**config.mk**
```make
export PLATFORM = sky130hd
export DESIGN_NAME = ext_int_ctrl
export DESIGN_NICKNAME = d
export VERILOG_FILES = /design/src/rtl/ext_int_ctrl.sv
export SDC_FILE = /design/constraint.sdc
export NUM_CORES = 1
export LEC_CHECK = 0
export BUFFER_PORTS_ARGS = -buffer_cell sky130_fd_sc_hd__buf_2
export CAP_MARGIN = 10
export CORE_MARGIN = 2
export CORE_UTILIZATION = 30
export CTS_CLUSTER_DIAMETER = 200
export DETAILED_ROUTE_END_ITERATION = 12
export SYNTH_ARGS = -nofsm -noshare
export SYNTH_HDL_FRONTEND = slang
export SYNTH_SLANG_ARGS = --single-unit
```
**constraint.sdc**
```tcl
create_clock -name clk -period 26.2 [get_ports clk]
set_clock_uncertainty 0.2 [all_clocks]
set_input_delay 0 -clock clk [delete_from_list [all_inputs] [get_ports clk]]
set_output_delay 0 -clock clk [all_outputs]
set_load 0.02 [all_outputs]
```
**src/rtl/ext_int_ctrl.sv**
```systemverilog
// ---------------------------------------------------------------------------
// ext_int_ctrl
//
// External interrupt controller feeding the ext_int input of the machine-mode
// CSR register file. Up to NUM_SRC asynchronous interrupt lines are
// synchronised, qualified by a per-source gateway (IDLE / PEND / INSVC plus
// an "again" flag) and arbitrated by enable, priority and threshold. Software
// takes a request with a claim (read of 0x0C) and returns it with a complete
// (write of 0x0C).
//
// Register map (byte offsets):
//   0x00 PENDING   RO  bit i-1 = source i pending
//   0x04 ENABLE    RW  bits [NUM_SRC-1:0]
//   0x08 THRESHOLD RW  bits [2:0]
//   0x0C CLAIM/COMPLETE  read = claim best ID, write [3:0] = complete ID
//   0x10 PRIORITY  RW  nibble i-1 = source i, bits [2:0] used
//
// Build option:
//   EXT_INT_EDGE_EN  defined   -> edge-triggered sources (rising edge of the
//                                 synchronised line, one history flop each)
//                    undefined -> level-sensitive sources
//
// Ports:
//   clk        in   core clock
//   rst_n      in   asynchronous active-low reset
//   irq_src_i  in   raw asynchronous interrupt lines, active-high
//   reg_req    in   single-cycle register access strobe
//   reg_wr     in   1 = write, 0 = read (qualified by reg_req)
//   reg_addr   in   word-aligned byte offset
//   reg_wdata  in   write data
//   reg_rdata  out  read data, combinational during a read, 0 otherwise
//   ext_int    out  registered interrupt request
// ---------------------------------------------------------------------------
module ext_int_ctrl #(
    parameter int NUM_SRC = 8,
    parameter int WIDTH   = 32
) (
    input  logic               clk,
    input  logic               rst_n,
    input  logic [NUM_SRC-1:0] irq_src_i,
    input  logic               reg_req,
    input  logic               reg_wr,
    input  logic [4:0]         reg_addr,
    input  logic [WIDTH-1:0]   reg_wdata,
    output logic [WIDTH-1:0]   reg_rdata,
    output logic               ext_int
);

    localparam logic [4:0] ADDR_PENDING   = 5'h00;
    localparam logic [4:0] ADDR_ENABLE    = 5'h04;
    localparam logic [4:0] ADDR_THRESHOLD = 5'h08;
    localparam logic [4:0] ADDR_CLAIM     = 5'h0C;
    localparam logic [4:0] ADDR_PRIORITY  = 5'h10;

`ifdef EXT_INT_EDGE_EN
    localparam bit EDGE_MODE = 1'b1;
`else
    localparam bit EDGE_MODE = 1'b0;
`endif

    typedef enum logic [1:0] {
        GW_IDLE  = 2'd0,
        GW_PEND  = 2'd1,
        GW_INSVC = 2'd2
    } gw_state_e;

    logic [NUM_SRC-1:0] sync_meta;
    logic [NUM_SRC-1:0] sync;
    logic [NUM_SRC-1:0] trigger;

    gw_state_e          gw_state [NUM_SRC];
    gw_state_e          gw_next  [NUM_SRC];
    logic [NUM_SRC-1:0] again;
    logic [NUM_SRC-1:0] again_next;
    logic [NUM_SRC-1:0] pending;

    logic [NUM_SRC-1:0] enable;
    logic [2:0]         threshold;
    logic [2:0]         prio [NUM_SRC];

    logic               rd_en;
    logic               wr_en;
    logic               claim;
    logic               complete;
    logic [3:0]         complete_id;
    logic [NUM_SRC-1:0] claim_hit;
    logic [NUM_SRC-1:0] complete_hit;

    logic [3:0]         best_id;
    logic [2:0]         best_prio;

    // Only a handful of write-data bits are architecturally meaningful.
    logic               unused_wdata;
    assign unused_wdata = ^reg_wdata;

    // -----------------------------------------------------------------------
    // Two-flop synchroniser per line
    // -----------------------------------------------------------------------
    always_ff @(posedge clk or negedge rst_n) begin
        if (!rst_n) begin
            sync_meta <= '0;
            sync      <= '0;
        end else begin
            sync_meta <= irq_src_i;
            sync      <= sync_meta;
        end
    end

`ifdef EXT_INT_EDGE_EN
    // History flop: a trigger is a 0->1 transition of the synchronised line.
    logic [NUM_SRC-1:0] sync_q;

    always_ff @(posedge clk or negedge rst_n) begin
        if (!rst_n) begin
            sync_q <= '0;
        end else begin
            sync_q <= sync;
        end
    end

    assign trigger = sync & ~sync_q;
`else
    assign trigger = sync;
`endif

    // -----------------------------------------------------------------------
    // Register access decode
    // -----------------------------------------------------------------------
    assign rd_en       = reg_req & ~reg_wr;
    assign wr_en       = reg_req & reg_wr;
    assign claim       = rd_en & (reg_addr == ADDR_CLAIM);
    assign complete    = wr_en & (reg_addr == ADDR_CLAIM);
    assign complete_id = reg_wdata[3:0];

    // -----------------------------------------------------------------------
    // Arbitration: highest priority above threshold wins. Scanning upward
    // with a strict compare keeps the lowest ID on a tie. Starting the
    // running maximum at the threshold makes priority <= threshold lose.
    // -----------------------------------------------------------------------
    always_comb begin
        best_id   = 4'd0;
        best_prio = threshold;
        for (int i = 0; i < NUM_SRC; i++) begin
            if (pending[i] && enable[i] && (prio[i] > best_prio)) begin
                best_prio = prio[i];
                best_id   = 4'(i + 1);
            end
        end
    end

    // A claim only ever hits the source named by best_id; an out-of-range
    // complete ID matches no source and is dropped.
    always_comb begin
        claim_hit    = '0;
        complete_hit = '0;
        for (int i = 0; i < NUM_SRC; i++) begin
            claim_hit[i]    = claim && (best_id == 4'(i + 1));
            complete_hit[i] = complete && (complete_id == 4'(i + 1));
        end
    end

    // -----------------------------------------------------------------------
    // Gateway FSM: state register
    // -----------------------------------------------------------------------
    always_ff @(posedge clk or negedge rst_n) begin
        if (!rst_n) begin
            for (int i = 0; i < NUM_SRC; i++) begin
                gw_state[i] <= GW_IDLE;
            end
            again <= '0;
        end else begin
            for (int i = 0; i < NUM_SRC; i++) begin
                gw_state[i] <= gw_next[i];
            end
            again <= again_next;
        end
    end

    // -----------------------------------------------------------------------
    // Gateway FSM: next state
    // -----------------------------------------------------------------------
    always_comb begin
        for (int i = 0; i < NUM_SRC; i++) begin
            gw_next[i] = gw_state[i];
        end
        again_next = again;

        for (int i = 0; i < NUM_SRC; i++) begin
            case (gw_state[i])
                GW_IDLE: begin
                    if (trigger[i]) begin
                        gw_next[i] = GW_PEND;
                    end
                end
                GW_PEND: begin
                    // Further triggers are absorbed; a coincident trigger on
                    // the claim edge is remembered for the next round.
                    if (claim_hit[i]) begin
                        gw_next[i]    = GW_INSVC;
                        again_next[i] = EDGE_MODE & trigger[i];
                    end
                end
                GW_INSVC: begin
                    if (complete_hit[i]) begin
                        gw_next[i]    = (again[i] || trigger[i]) ? GW_PEND : GW_IDLE;
                        again_next[i] = 1'b0;
                    end else if (EDGE_MODE && trigger[i]) begin
                        again_next[i] = 1'b1;
                    end
                end
                default: begin
                    gw_next[i]    = GW_IDLE;
                    again_next[i] = 1'b0;
                end
            endcase
        end
    end

    // -----------------------------------------------------------------------
    // Gateway FSM: outputs
    // -----------------------------------------------------------------------
    always_comb begin
        pending = '0;
        for (int i = 0; i < NUM_SRC; i++) begin
            pending[i] = (gw_state[i] == GW_PEND);
        end
    end

    // -----------------------------------------------------------------------
    // Configuration registers
    // -----------------------------------------------------------------------
    always_ff @(posedge clk or negedge rst_n) begin
        if (!rst_n) begin
            enable    <= '0;
            threshold <= '0;
            for (int i = 0; i < NUM_SRC; i++) begin
                prio[i] <= '0;
            end
        end else if (wr_en) begin
            case (reg_addr)
                ADDR_ENABLE:    enable    <= reg_wdata[NUM_SRC-1:0];
                ADDR_THRESHOLD: threshold <= reg_wdata[2:0];
                ADDR_PRIORITY: begin
                    for (int i = 0; i < NUM_SRC; i++) begin
                        prio[i] <= reg_wdata[4*i +: 3];
                    end
                end
                default: ;
            endcase
        end
    end

    // -----------------------------------------------------------------------
    // Read mux
    // -----------------------------------------------------------------------
    always_comb begin
        reg_rdata = '0;
        if (rd_en) begin
            case (reg_addr)
                ADDR_PENDING:   reg_rdata[NUM_SRC-1:0] = pending;
                ADDR_ENABLE:    reg_rdata[NUM_SRC-1:0] = enable;
                ADDR_THRESHOLD: reg_rdata[2:0]         = threshold;
                ADDR_CLAIM:     reg_rdata[3:0]         = best_id;
                ADDR_PRIORITY: begin
                    for (int i = 0; i < NUM_SRC; i++) begin
                        reg_rdata[4*i +: 3] = prio[i];
                    end
                end
                default: ;
            endcase
        end
    end

    // -----------------------------------------------------------------------
    // Interrupt request register
    // -----------------------------------------------------------------------
    always_ff @(posedge clk or negedge rst_n) begin
        if (!rst_n) begin
            ext_int <= 1'b0;
        end else begin
            ext_int <= (best_id != 4'd0);
        end
    end

endmodule

```
# Word level (Yosys, flattened, before mapping)
# Index checks and enable logic that the tools add are counted.
# op_classes
eq_ne	60
n_reduce_logical	69
n_mux	95
n_lt_le_gt_ge	8
bitwise	13
# op_table
operator	count
3-bit two-way mux	18
2-bit two-way mux	24
2-bit case mux with 3 select lines	8
3-bit AND reduction	16
4-bit by 3-bit == test with 1-bit output (second input constant)	8
1-bit logical AND	32
2-bit != test (second input constant)	16
4-bit two-way mux	7
1-bit case mux with 3 select lines	9
1-bit two-way mux	25
3-bit > comparator	8
2-bit by 1-bit == test with 1-bit output (second input constant)	8
2-bit == test (second input constant)	8
4-bit by 2-bit == test with 1-bit output (second input constant)	4
2-bit zero test	8
2-bit by 1-bit != test with 1-bit output (second input constant)	8
3-bit case mux with 5 select lines	1
11-bit two-way mux	1
5-bit by 4-bit == test with 1-bit output (second input constant)	2
1-bit inverter	9
3-bit case mux with 3 select lines	1
4-bit by 1-bit == test with 1-bit output (second input constant)	2
4-bit == test (second input constant)	2
1-bit logical OR	8
7 further kinds	12
# totals
out_inout_bits	33
wordCells	274
ff_bits	76

# Logic depth before layout (Yosys ltp)
# Gate-level depths: netlist (run 1).
# depth
ltp_word	29
mapped_depth	61
ltp_nobuf	60

# Worst setup path after synthesis (run 1)
# No wires, ideal clock.
# synth_timing
kind	register to register
start	reg threshold[2]
end	reg gw_state[12] in the netlist's numbering
required_ps	25866
path_buffers	1
arrival_ps	11987
path_slack_ps	13879
path_stages_with_launch	61
path_cell_list	dfrtp_1 inv_1 ha_1 and3_4 or2_4 nor2_1 mux2_2 ha_1 or3b_4 nand2_1 o31ai_1 nor2_1 o22ai_1 mux2_2 ha_1 nor2_1 nor2_1 nor2_1 (+25 left out) o211ai_1 buf_2 mux2i_1 ha_1 nor2b_1 o21ai_0 a21oi_1 inv_1 mux2_2 ha_1 nor2b_1 o21a_1 o2111ai_1 nand2b_1 nor3_1 nand3_1 nor4bb_1 o32ai_1
# synth_via
elab_chain_cells	28
word_cells_on_any_way	35
classes_between	order compare: 8; eq/ne: 2; mux: 15; reduce/logical: 10
# synth_rtl
item	line	rtl
start, declared	78	logic [2:0] threshold;
start signal, assigned	242	ADDR_THRESHOLD: threshold <= reg_wdata[2:0];
3-bit > comparator	144	if (pending[i] && enable[i] && (prio[i] > best_prio)) begin
1-bit logical AND	144	
3-bit two-way mux	144	
3-bit > comparator	144	
1-bit logical AND	144	
3-bit two-way mux	144	
3-bit > comparator	144	
1-bit logical AND	144	
(+12 left out)	--	
3-bit two-way mux	144	
3-bit > comparator	144	
1-bit logical AND	144	
4-bit two-way mux (*)	144	
4-bit by 2-bit == test with 1-bit output (*)	157	claim_hit[i] = claim && (best_id == 4'(i + 1));
1-bit logical AND (*)	157	
2-bit by 1-bit != test with 1-bit output (no line) (*)	--	
3-bit AND reduction (no line) (*)	--	
end signal, assigned by index	173	gw_state[i] <= gw_next[i];
end, declared	71	gw_state_e gw_state [NUM_SRC];
# Every way passes the cells marked *; elsewhere a longest branch is shown, timed or not.
# A chain may end at the register's enable or synchronous reset.

# Worst setup path after layout (run 1)
# Ends and elaborated chain as after synthesis.

==> flow_metrics.py, run 1 <==
metrics = {
    "power_and_ir_drop": {
        "power.density_nw_per_um2": 60.7,
        "leakage_nw": 2.42,
        "ir_drop_v": 0.0000375,
        "power_mw": 0.334,
    },
    "worst_setup_path": {
        "critPathRequiredTime_ns": 26.19,
        "startpoint_type": "flop",
        "max_stage_delay_ns": 0.61,
        "arrival_ns": 15.10,
        "cp_slowest_cell": "nor4bb_1",
        "critPathKind": "reg -> reg",
        "crit_top_cell": "nor2_1",
        "cp_max_fo": 11,
        "critPathCaptureType": "flop",
    },
    "hold_path": {
        "hold_class": "in -> reg",
    },
    "timing": {
        "fin_ws_ns": 11.09,
        "min_period_over_period": 0.577,
        "slew_headroom": 0.385,
        "slew_violations": 0,
        "hold_violations": 0,
        "setup-tns-final_ns": 0,
        "final-setup-viol-count": 0,
        "rsz0062_at_grt": "false",
        "tightest_slew_ns": 0.918,
        "period_minus_slack_ns": 15.11,
        "whs_ns": 0.106,
        "fmax_ghz": 0.0662,
    },
    "clocking": {
        "cts_buffers": 9,
        "cts_root_buf": "clkbuf_16",
        "cts_resized": 0,
        "cts_tree": "yes",
        "cts_max_path_buffers": 2,
        "clkLatencyLatePin_ns": 0.33,
        "clock_sinks": 68,
        "cts.clk_slew.worst_paths_ns": 0.06,
        "htreeDepth": 3,
        "cts_setup_buffers": 0,
    },
    "drt": {
        "drt_iter0_markers": 279,
        "first_pass_iters": 5,
        "wl_per_cell_um": 16.6,
        "drc": 0,
        "antenna_left": 0,
        "viasPerCell": 5.15,
        "vias": 3808,
        "wirelength_um": 12200,
    },
    "global_route": {
        "grtUsageTotal": 0.168,
        "grt_max_degree": 69,
        "grt_pass1_wl_um": 19500,
        "grt_pass1_vias": 3779,
        "antenna_found_initial": 0,
        "gr-total-overflow": 0,
    },
    "die": {
        "rows": 43,
        "fp.dieH_um": 123,
        "dieArea_um2": 15100,
        "pin_count": 82,
        "core-area_um2": 13800,
        "start_util": 0.306,
        "die_x_um": 123,
    },
    "cells_and_area": {
        "antenna_cells": 0,
        "final_cells": 739,
        "syn_to_final_growth_pct": 29.7,
        "fin_area_um2": 5500,
        "fin_util": 0.398,
        "nets": 617,
        "drive_gt1_frac": 0.265,
    },
    "placement": {
        "place_congestion": 0.887,
        "dp_hpwl_um": 9220,
        "port_buffers": 69,
        "dpl-instance-area_um2": 4760,
        "place_inst": 681,
        "dp_slack_ns": 11.30,
    },
    "synthesis": {
        "synth_top_family_by_area": "simple AND/OR/NAND/NOR gates",
        "synth-compound-area-share": 0.188,
        "netlist.area_leader.share": 0.402,
        "syn_avg_cell_area_um2": 9.63,
        "synthTopCellsByArea": "dfrtp_1 (40%), mux2_2 (9.8%), ha_1 (4.1%)",
        "synthMuxAreaShare": 0.113,
        "synth_warnings": 0,
        "synth_flop_cell": "dfrtp_1",
        "ys_seq_elements": 68,
        "synth_area_um2": 4240,
        "netlist_instances": 440,
        "async_flop_share": 1.00,
        "synth_xor_area_frac": 0,
        "yosys.area_share.simple": 0.214,
        "synth_fa_ha_area_frac": 0.0413,
        "ys_seq_area_frac": 0.402,
        "yosys.area.top_type": "dfrtp_1",
        "synth-edff-count": 0,
        "synth.distinct_cells": 75,
    },
    "run_status": {
        "outcome": "complete, no violations",
    },
    "job": {
        "drv_cap": 0,
    },
}
==> worst paths after layout <==
check	start	to	slack (ns)	depth (start not counted)
hold / removal	irq_src_i[7]	sync_meta[7]	0.11	2
max in group asynchronous	rst_n	prio[8]	25.03	3
setup / recovery	threshold[2]	gw_state[12]	11.09	59
setup reg to reg	threshold[2]	gw_state[12]	11.09	59
min in group asynchronous	rst_n	sync_meta[7]	0.22	3
hold reg to reg	sync_meta[2]	sync[2]	0.15	0
==> where the power goes <==
part | internal, mW | switching [mW]
registers | 0.115 | 0.0101
clock network | 0.0790 | 0.0454
logic | 0.0374 | 0.0469
total | 0.231 | 0.102
==> cells in the mapped netlist, types with 8 or more instances <==
cell type and number:
dfrtp_1 68, nor2_1 39, mux2_2 37, nand2_1 34, inv_1 24, a21oi_1 22, nor3_1 19, o21ai_0 17
ha_1 14, nand3_1 11, and2_1 9, clkbuf_1 9, nand2b_1 8
==> routing by layer <==
layer	vias up	global-route usage	share of wire
li1	1850	-	-
met1	1827	0.228	0.46
met2	118	0.277	0.47
met3	13	0.0339	0.055
met4	0	0.0345	0.012
met5	-	0	0
==> worst max-delay path: cells and delay by family (launching register included) <==
| kind | cells | cell delay [ns] |
|---|---|---|
| AOI/OAI and AO/OA | 21 | 4.76 |
| adders and majority gates | 8 | 2.32 |
| buffers and inverters | 2 | 0.40 |
| DFF | 1 | 0.42 |
| muxes | 5 | 1.91 |
| and+or+nand+nor | 23 | 4.95 |
==> cell type report <==
type / instances / area [um^2]
Clock inverter: 5 / 58.8
Tap cell: 180 / 225
Sequential cell: 68 / 1700
Multi-Input combinational cell: 337 / 2380
Timing Repair Buffer: 114 / 788
Fill cell: 1385 / 8330
Inverter: 24 / 90.1
Clock buffer: 11 / 253
==> state kept, by name (all words and copies together) (netlist names) <==
signal and count:
enable 8, threshold 3, sync_meta 8, gw_state 16
prio 24, ext_int 1, sync 8
==> timing repair <==
item,in CTS,in global routing
endpoints found under the hold margin,121,0
hold buffers,42,0
endpoints found under the setup margin,0,0
==> kinds of logic after synthesis <==
group | count (synthesis)
AND/OR/NAND/NOR | 166
AO/OA/AOI/OAI | 109
flip-flops | 68
multiplexers | 42
buffers and inverters | 40
adder cells (fa/ha/maj) | 14
other | 1
==> layout by cell type (no fill, tap or decap), drive strengths merged, types with 4 or more instances in the layout <==
cell type	instances
dfrtp	68
o211ai	4
dlygate4sd3	42
conb	6
inv	25
nor4	5
and3	4
nor3b	4
a22o	4
a21oi	25
ha	14
nand2	34
a211oi	5
buf	72
or3	4
o21ai	18
nor2	40
a31oi	4
o21a	4
mux2	39
a221oi	5
nand3	11
a21o	4
nor3	19
nor2b	7
nand2b	8
and2	10
clkbuf	11
nand3b	6
Power figures use the tool's default switching activity.
==> inputs of run 2 (changes only) <==
--- a/config.mk
+++ b/config.mk
@@ -5,6 +5,7 @@
 export SDC_FILE = /design/constraint.sdc
 export NUM_CORES = 1
 export LEC_CHECK = 0
+export ABC_AREA = 1
 export BUFFER_PORTS_ARGS = -buffer_cell sky130_fd_sc_hd__buf_2
 export CAP_MARGIN = 10
 export CORE_MARGIN = 2
==> constraint.sdc (replaced) <==
create_clock -name clk -period 15.38 [get_ports clk]
set_clock_uncertainty 0.2 [all_clocks]
set_input_delay 0 -clock clk [delete_from_list [all_inputs] [get_ports clk]]
set_output_delay 0 -clock clk [all_outputs]
set_load 0.02 [all_outputs]
==> run 2 against run 1 <==
Area after synthesis decreased by 4.0%. First-iteration DRC count down 12%. Clock-buffer cell count is 1 lower. Routed wire length down 10%. Critical path type is now reg -> out. Non-clock buffer count shrank 3. Highest routed layer unchanged. Final area decreased by 4.8%. Clock power rose by 44%. Cell count rose by 8.9%. Sequential power up 70%. Combinational power rose to 2.5 times the previous value.
==> flow_metrics.py, run 2 <==
metrics = {
    "run_status": {
        "outcome": "complete, no violations",
    },
    "synthesis": {
        "ys_top_cells_by_count": "nand2_1 (88), inv_1 (83), dfrtp_1 (68)",
        "netlist.area_leader.share": 0.418,
        "synth_warnings": 0,
        "ys_seq_area_frac": 0.418,
        "syn_avg_cell_area_um2": 7.90,
        "synth.distinct_cells": 42,
        "synth_area_um2": 4070,
        "yosys.area.top_type": "dfrtp_1",
        "synthTopCellsByArea": "dfrtp_1 (42%), nand2_1 (8.1%), inv_1 (7.7%)",
        "async_flop_share": 1.00,
        "netlist_instances": 515,
        "ys_seq_elements": 68,
        "yosysMostFrequentCell": "nand2_1",
        "synth_flop_cell": "dfrtp_1",
        "synth-edff-count": 0,
    },
    "global_route": {
        "grt_pass1_vias": 3848,
        "grt_pass1_wl_um": 18200,
        "antenna_found_initial": 0,
        "grtUsageTotal": 0.160,
        "grt_max_degree": 69,
        "gr-total-overflow": 0,
    },
    "drt": {
        "viasPerCell": 4.82,
        "first_pass_iters": 5,
        "antenna_left": 0,
        "drc": 0,
        "drt_iter0_markers": 246,
        "wirelength_um": 11000,
        "wl_per_cell_um": 13.6,
        "vias": 3878,
    },
    "die": {
        "dieArea_um2": 14500,
        "fp.dieH_um": 120,
        "rows": 42,
        "pin_count": 82,
        "core-area_um2": 13200,
        "start_util": 0.307,
        "die_x_um": 120,
    },
    "worst_setup_path": {
        "cp_slowest_cell": "dfrtp_1",
        "cp_max_fo": 8,
        "critPathRequiredTime_ns": 15.18,
        "max_stage_delay_ns": 0.37,
        "critPathCaptureType": "primary output",
        "startpoint_type": "flop",
        "critPathKind": "reg -> out",
        "rr_worst_depth": 56,
        "crit_top_cell": "o21ai_0",
        "arrival_ns": 10.29,
    },
    "timing": {
        "final-setup-viol-count": 0,
        "min_period_over_period": 0.682,
        "rsz0062_at_grt": "false",
        "hold_violations": 0,
        "setup-tns-final_ns": 0,
        "slew_headroom": 0.347,
        "fmax_ghz": 0.0953,
        "period_minus_slack_ns": 10.49,
        "slew_violations": 0,
        "tightest_slew_ns": 0.971,
    },
    "cells_and_area": {
        "seqCellArea_um2": 1700,
        "antenna_cells": 0,
        "top_register": "prio",
        "drive_gt1_frac": 0.226,
        "layout_commonest_cell": "nand2_1",
        "syn_to_final_growth_pct": 28.7,
        "reg.largest.list": "prio: 24 flops, gw_state: 16 flops",
        "largest_register_ffs": 24,
        "multi_input_area_um2": 1970,
        "n_fill_cell": 1346,
        "nets": 690,
        "final_cell_mix": "nand2_1 (88), inv_1 (83), buf_2 (69)",
    },
    "clocking": {
        "clock_sinks": 68,
        "cts_hold_buf": 40,
        "cts.clk_slew.worst_paths_ns": 0.05,
        "cts_tree": "yes",
        "clkLatencyLatePin_ns": 0.34,
        "cts_max_path_buffers": 2,
        "cts_buffers": 9,
        "htreeDepth": 3,
        "cts_resized": 0,
        "cts_root_buf": "clkbuf_16",
        "cts_setup_buffers": 0,
    },
    "job": {
        "drv_cap": 0,
    },
    "power_and_ir_drop": {
        "leakage_nw": 2.68,
        "power.density_nw_per_um2": 115,
        "power_mw": 0.603,
        "ir_drop_v": 0.0000604,
    },
    "placement": {
        "place_congestion": 0.944,
        "port_buffers": 69,
        "dp_hpwl_um": 8030,
    },
    "hold_path": {
        "hold_class": "in -> reg",
        "holdPathStages": 6,
    },
}
## run 2: cell types whose count changed after synthesis, sizes merged, moves of 6 or more
cell	previous run	this run
and2	10	1
nor2b	7	0
o21ai	18	39
nor2	40	48
o22ai	2	8
nand2b	8	0
inv	24	88
mux2	39	4
nand2	34	111
nand3	11	37
## run 2: final cells by class
class	instances	share of cell area
multi-input combinational	348	0.377
inverter	89	0.0638
tap	176	0.0421
clock inverter	3	0.00335
clock buffer	10	0.0437
timing repair buffer	111	0.145
sequential	68	0.325
## run 2: per-stage QoR
step / cell area (um^2) / util / hold slack, ns / setup WS, ns / instances
floorplan: 4090 / - / -0.496 / 6.73 / 520
global placement: 4590 / 0.346 / -0.0914 / 5.65 / 752
detailed placement: 4590 / 0.346 / -0.0907 / 5.31 / 752
CTS: 5240 / 0.395 / 0.0233 / 4.88 / 805
global route: 5240 / 0.395 / 0.0684 / 3.83 / 805
finish: 5240 / 0.395 / 0.0338 / 4.89 / 805
## run 2: per-layer routing
metal | GRT usage | vias to the layer above | wire length [um] | share of wire
met4 | 0.0538 | 0 | 227 | 0.021
met3 | 0.0491 | 23 | 678 | 0.062
met5 | 0 | - | 0 | 0
met1 | 0.206 | 1838 | 5080 | 0.46
li1 | - | 1897 | - | -
met2 | 0.255 | 120 | 4970 | 0.45
## run 2: path summary, 6_finish.rpt
path | from | endpoint | slack (ns)
min in group asynchronous | rst_n | sync_meta[4] | 0.20
hold / removal | reg_addr[4] | gw_state[3] | 0.03
setup / recovery | threshold[2] | reg_rdata[2] | 4.89
max in group asynchronous | rst_n | prio[15] | 14.22
hold reg to reg | sync_meta[1] | sync[1] | 0.14
setup reg to reg | threshold[2] | gw_state[4] | 5.17
## run 2: logic make-up (layout without fill, tap and decap cells)
logic type                 after synthesis  count (layout)  synth area share
muxes                                    4               4            0.0111
DFF                                     68              68             0.418
adders and majority gates               14              14            0.0431
AOI/OAI and AO/OA                       93              93             0.137
buffers and inverters                  104             213             0.102
other                                    1               6          0.000922
and+or+nand+nor                        231             231             0.288
## run 2: critical path, delay by kind of cell (launching register included)
family / cells / cell delay, ns
flops: 1 / 0.37
simple gates: 24 / 2.86
buf+inv: 6 / 0.66
fa+ha+maj: 8 / 2.44
compound gates: 16 / 3.60
## run 2: where the power goes
group,internal [mW],switching [mW],total [mW]
combinational,0.0777,0.133,0.211
sequential,0.200,0.0131,0.213
clock,0.106,0.0735,0.179
==> inputs of run 3 (changes only) <==
==> constraint.sdc (replaced) <==
create_clock -name clk -period 10.6 [get_ports clk]
set_clock_uncertainty 0.2 [all_clocks]
set_input_delay 0 -clock clk [delete_from_list [all_inputs] [get_ports clk]]
set_output_delay 0 -clock clk [all_outputs]
set_load 0.02 [all_outputs]
==> run 3 against run 2 <==
Cell count increased by 0.62%. Power up 53%. Global-route usage fell by 0.40 points. Register-to-register slack got worse by 4.0 ns. Critical endpoint unchanged. Largest cell class unchanged. Largest power group is now combinational cells.
==> flow_metrics.py, run 3 (synthesis results as in run 2) <==
metrics = {
    "run_status": {
        "outcome": "complete, no violations",
    },
    "power_and_ir_drop": {
        "power_mw": 0.925,
        "leakage_nw": 2.72,
        "ir_drop_v": 0.000109,
        "power.density_nw_per_um2": 174,
    },
    "drt": {
        "drt_iter0_markers": 212,
        "drc": 0,
        "antenna_left": 0,
        "viasPerCell": 4.77,
        "wirelength_um": 10900,
        "first_pass_iters": 5,
        "vias": 3867,
        "wl_per_cell_um": 13.4,
    },
    "clocking": {
        "cts_tree": "yes",
        "cts_buffers": 9,
        "clkLatencyLatePin_ns": 0.33,
        "clock_sinks": 68,
        "cts_max_path_buffers": 2,
        "cts_root_buf": "clkbuf_16",
        "htreeDepth": 3,
        "cts.clk_slew.worst_paths_ns": 0.06,
    },
    "timing": {
        "fmax_ghz": 0.103,
        "setup-tns-final_ns": 0,
        "min_period_over_period": 0.914,
        "tightest_slew_ns": 1.03,
        "slew_headroom": 0.307,
        "slew_violations": 0,
        "period_minus_slack_ns": 9.69,
        "final-setup-viol-count": 0,
        "rsz0062_at_grt": "false",
        "fin_ws_ns": 0.907,
        "hold_violations": 0,
    },
    "hold_path": {
        "holdPathStages": 5,
        "hp-start": "reg_req",
        "hold_class": "in -> reg",
        "min_to": "threshold[1]",
    },
    "global_route": {
        "grt_pass1_wl_um": 18000,
        "grt_max_degree": 69,
        "grt_pass1_vias": 3828,
        "grtUsageTotal": 0.156,
        "gr-total-overflow": 0,
        "antenna_found_initial": 0,
    },
    "cells_and_area": {
        "nets": 692,
        "layout_commonest_cell": "nand2_1",
        "reg.largest.list": "prio: 24 flops, gw_state: 16 flops",
        "drive_gt1_frac": 0.238,
        "largest_register_ffs": 24,
        "seqCellArea_um2": 1700,
        "top_register": "prio",
        "final_cell_mix": "nand2_1 (88), inv_1 (83), buf_2 (69)",
        "final_cells": 810,
        "antenna_cells": 0,
        "n_fill_cell": 1368,
        "multi_input_area_um2": 1980,
        "syn_to_final_growth_pct": 30.6,
        "fin_util": 0.401,
    },
    "worst_setup_path": {
        "crit_top_cell": "ha_1",
        "reg2reg_slack_ns": 1.17,
        "max_stage_delay_ns": 0.38,
        "cp_max_fo": 8,
        "cp_slowest_cell": "dfrtp_1",
        "critPathKind": "reg -> out",
        "critPathCaptureType": "primary output",
        "cp_top_family": "simple AND/OR/NAND/NOR gates",
        "timing.rr.start": "threshold[2]",
        "rr_worst_depth": 59,
        "arrival_ns": 9.49,
        "reg2reg_to": "gw_state[4]",
        "startpoint_type": "flop",
        "critPathRequiredTime_ns": 10.40,
        "crit_buf_inv": 6,
        "crit_cells": 57,
    },
    "die": {
        "core-area_um2": 13200,
        "dieArea_um2": 14500,
        "pin_count": 82,
        "die_x_um": 120,
        "fp.dieH_um": 120,
        "start_util": 0.307,
        "rows": 42,
    },
    "job": {
        "drv_cap": 0,
    },
    "placement": {
        "port_buffers": 69,
        "dp_slack_ns": 0.547,
        "place_inst": 752,
        "dp_hpwl_um": 8070,
        "place_congestion": 0.941,
    },
}
-- run 3: final cells by class --
type                            count  area share
Sequential cell                    68       0.320
Multi-Input combinational cell    348       0.373
Clock buffer                       11      0.0457
Tap cell                          176      0.0414
Timing Repair Buffer              113       0.146
Clock inverter                      5      0.0113
Inverter                           89      0.0629
-- run 3: repair_timing --
item,in CTS,in global routing
setup buffers,0,3
hold buffers,39,0
resized for setup,0,10
setup endpoints to repair,0,20
endpoints found under the hold margin,124,0
-- run 3: through the flow --
step	hold slack (ns)	cell area [um^2]
6_report	0.0266	5310
5_1_grt	0.0812	5310
4_1_cts	0.0171	5280
3_5_place_dp	-0.0907	4590
3_3_place_gp	-0.0913	4590
2_1_floorplan	-0.496	4090
-- run 3: how the worst max path moves through the flow --
stage                      start      endpoint  slack [ns]
floorplan           threshold[2]   gw_state[4]        1.95
global placement    threshold[2]   gw_state[4]        0.87
detailed placement  threshold[2]   gw_state[4]        0.55
CTS                 threshold[2]  reg_rdata[2]        0.18
global route        threshold[2]  reg_rdata[2]        0.04
finish              threshold[2]  reg_rdata[2]        0.91
-- run 3: routing by layer --
layer / wire, um / up-vias / track usage
li1: - / 1902 / -
met1: 5100 / 1817 / 0.202
met2: 4920 / 129 / 0.252
met3: 688 / 19 / 0.0425
met4: 172 / 0 / 0.0494
met5: 0 / - / 0
-- run 3: power by group --
group / internal, mW / switching [mW] / leakage [nW]
sequential: 0.290 / 0.0188 / 0.796
clock: 0.189 / 0.113 / 0.146
combinational: 0.117 / 0.196 / 1.78
-- run 3: worst min-delay path, stage by stage --
cell     delay, ns
buf_2         0.11
nand2_1       0.09
inv_1         0.07
nand2_1       0.16
o21ai_0       0.09
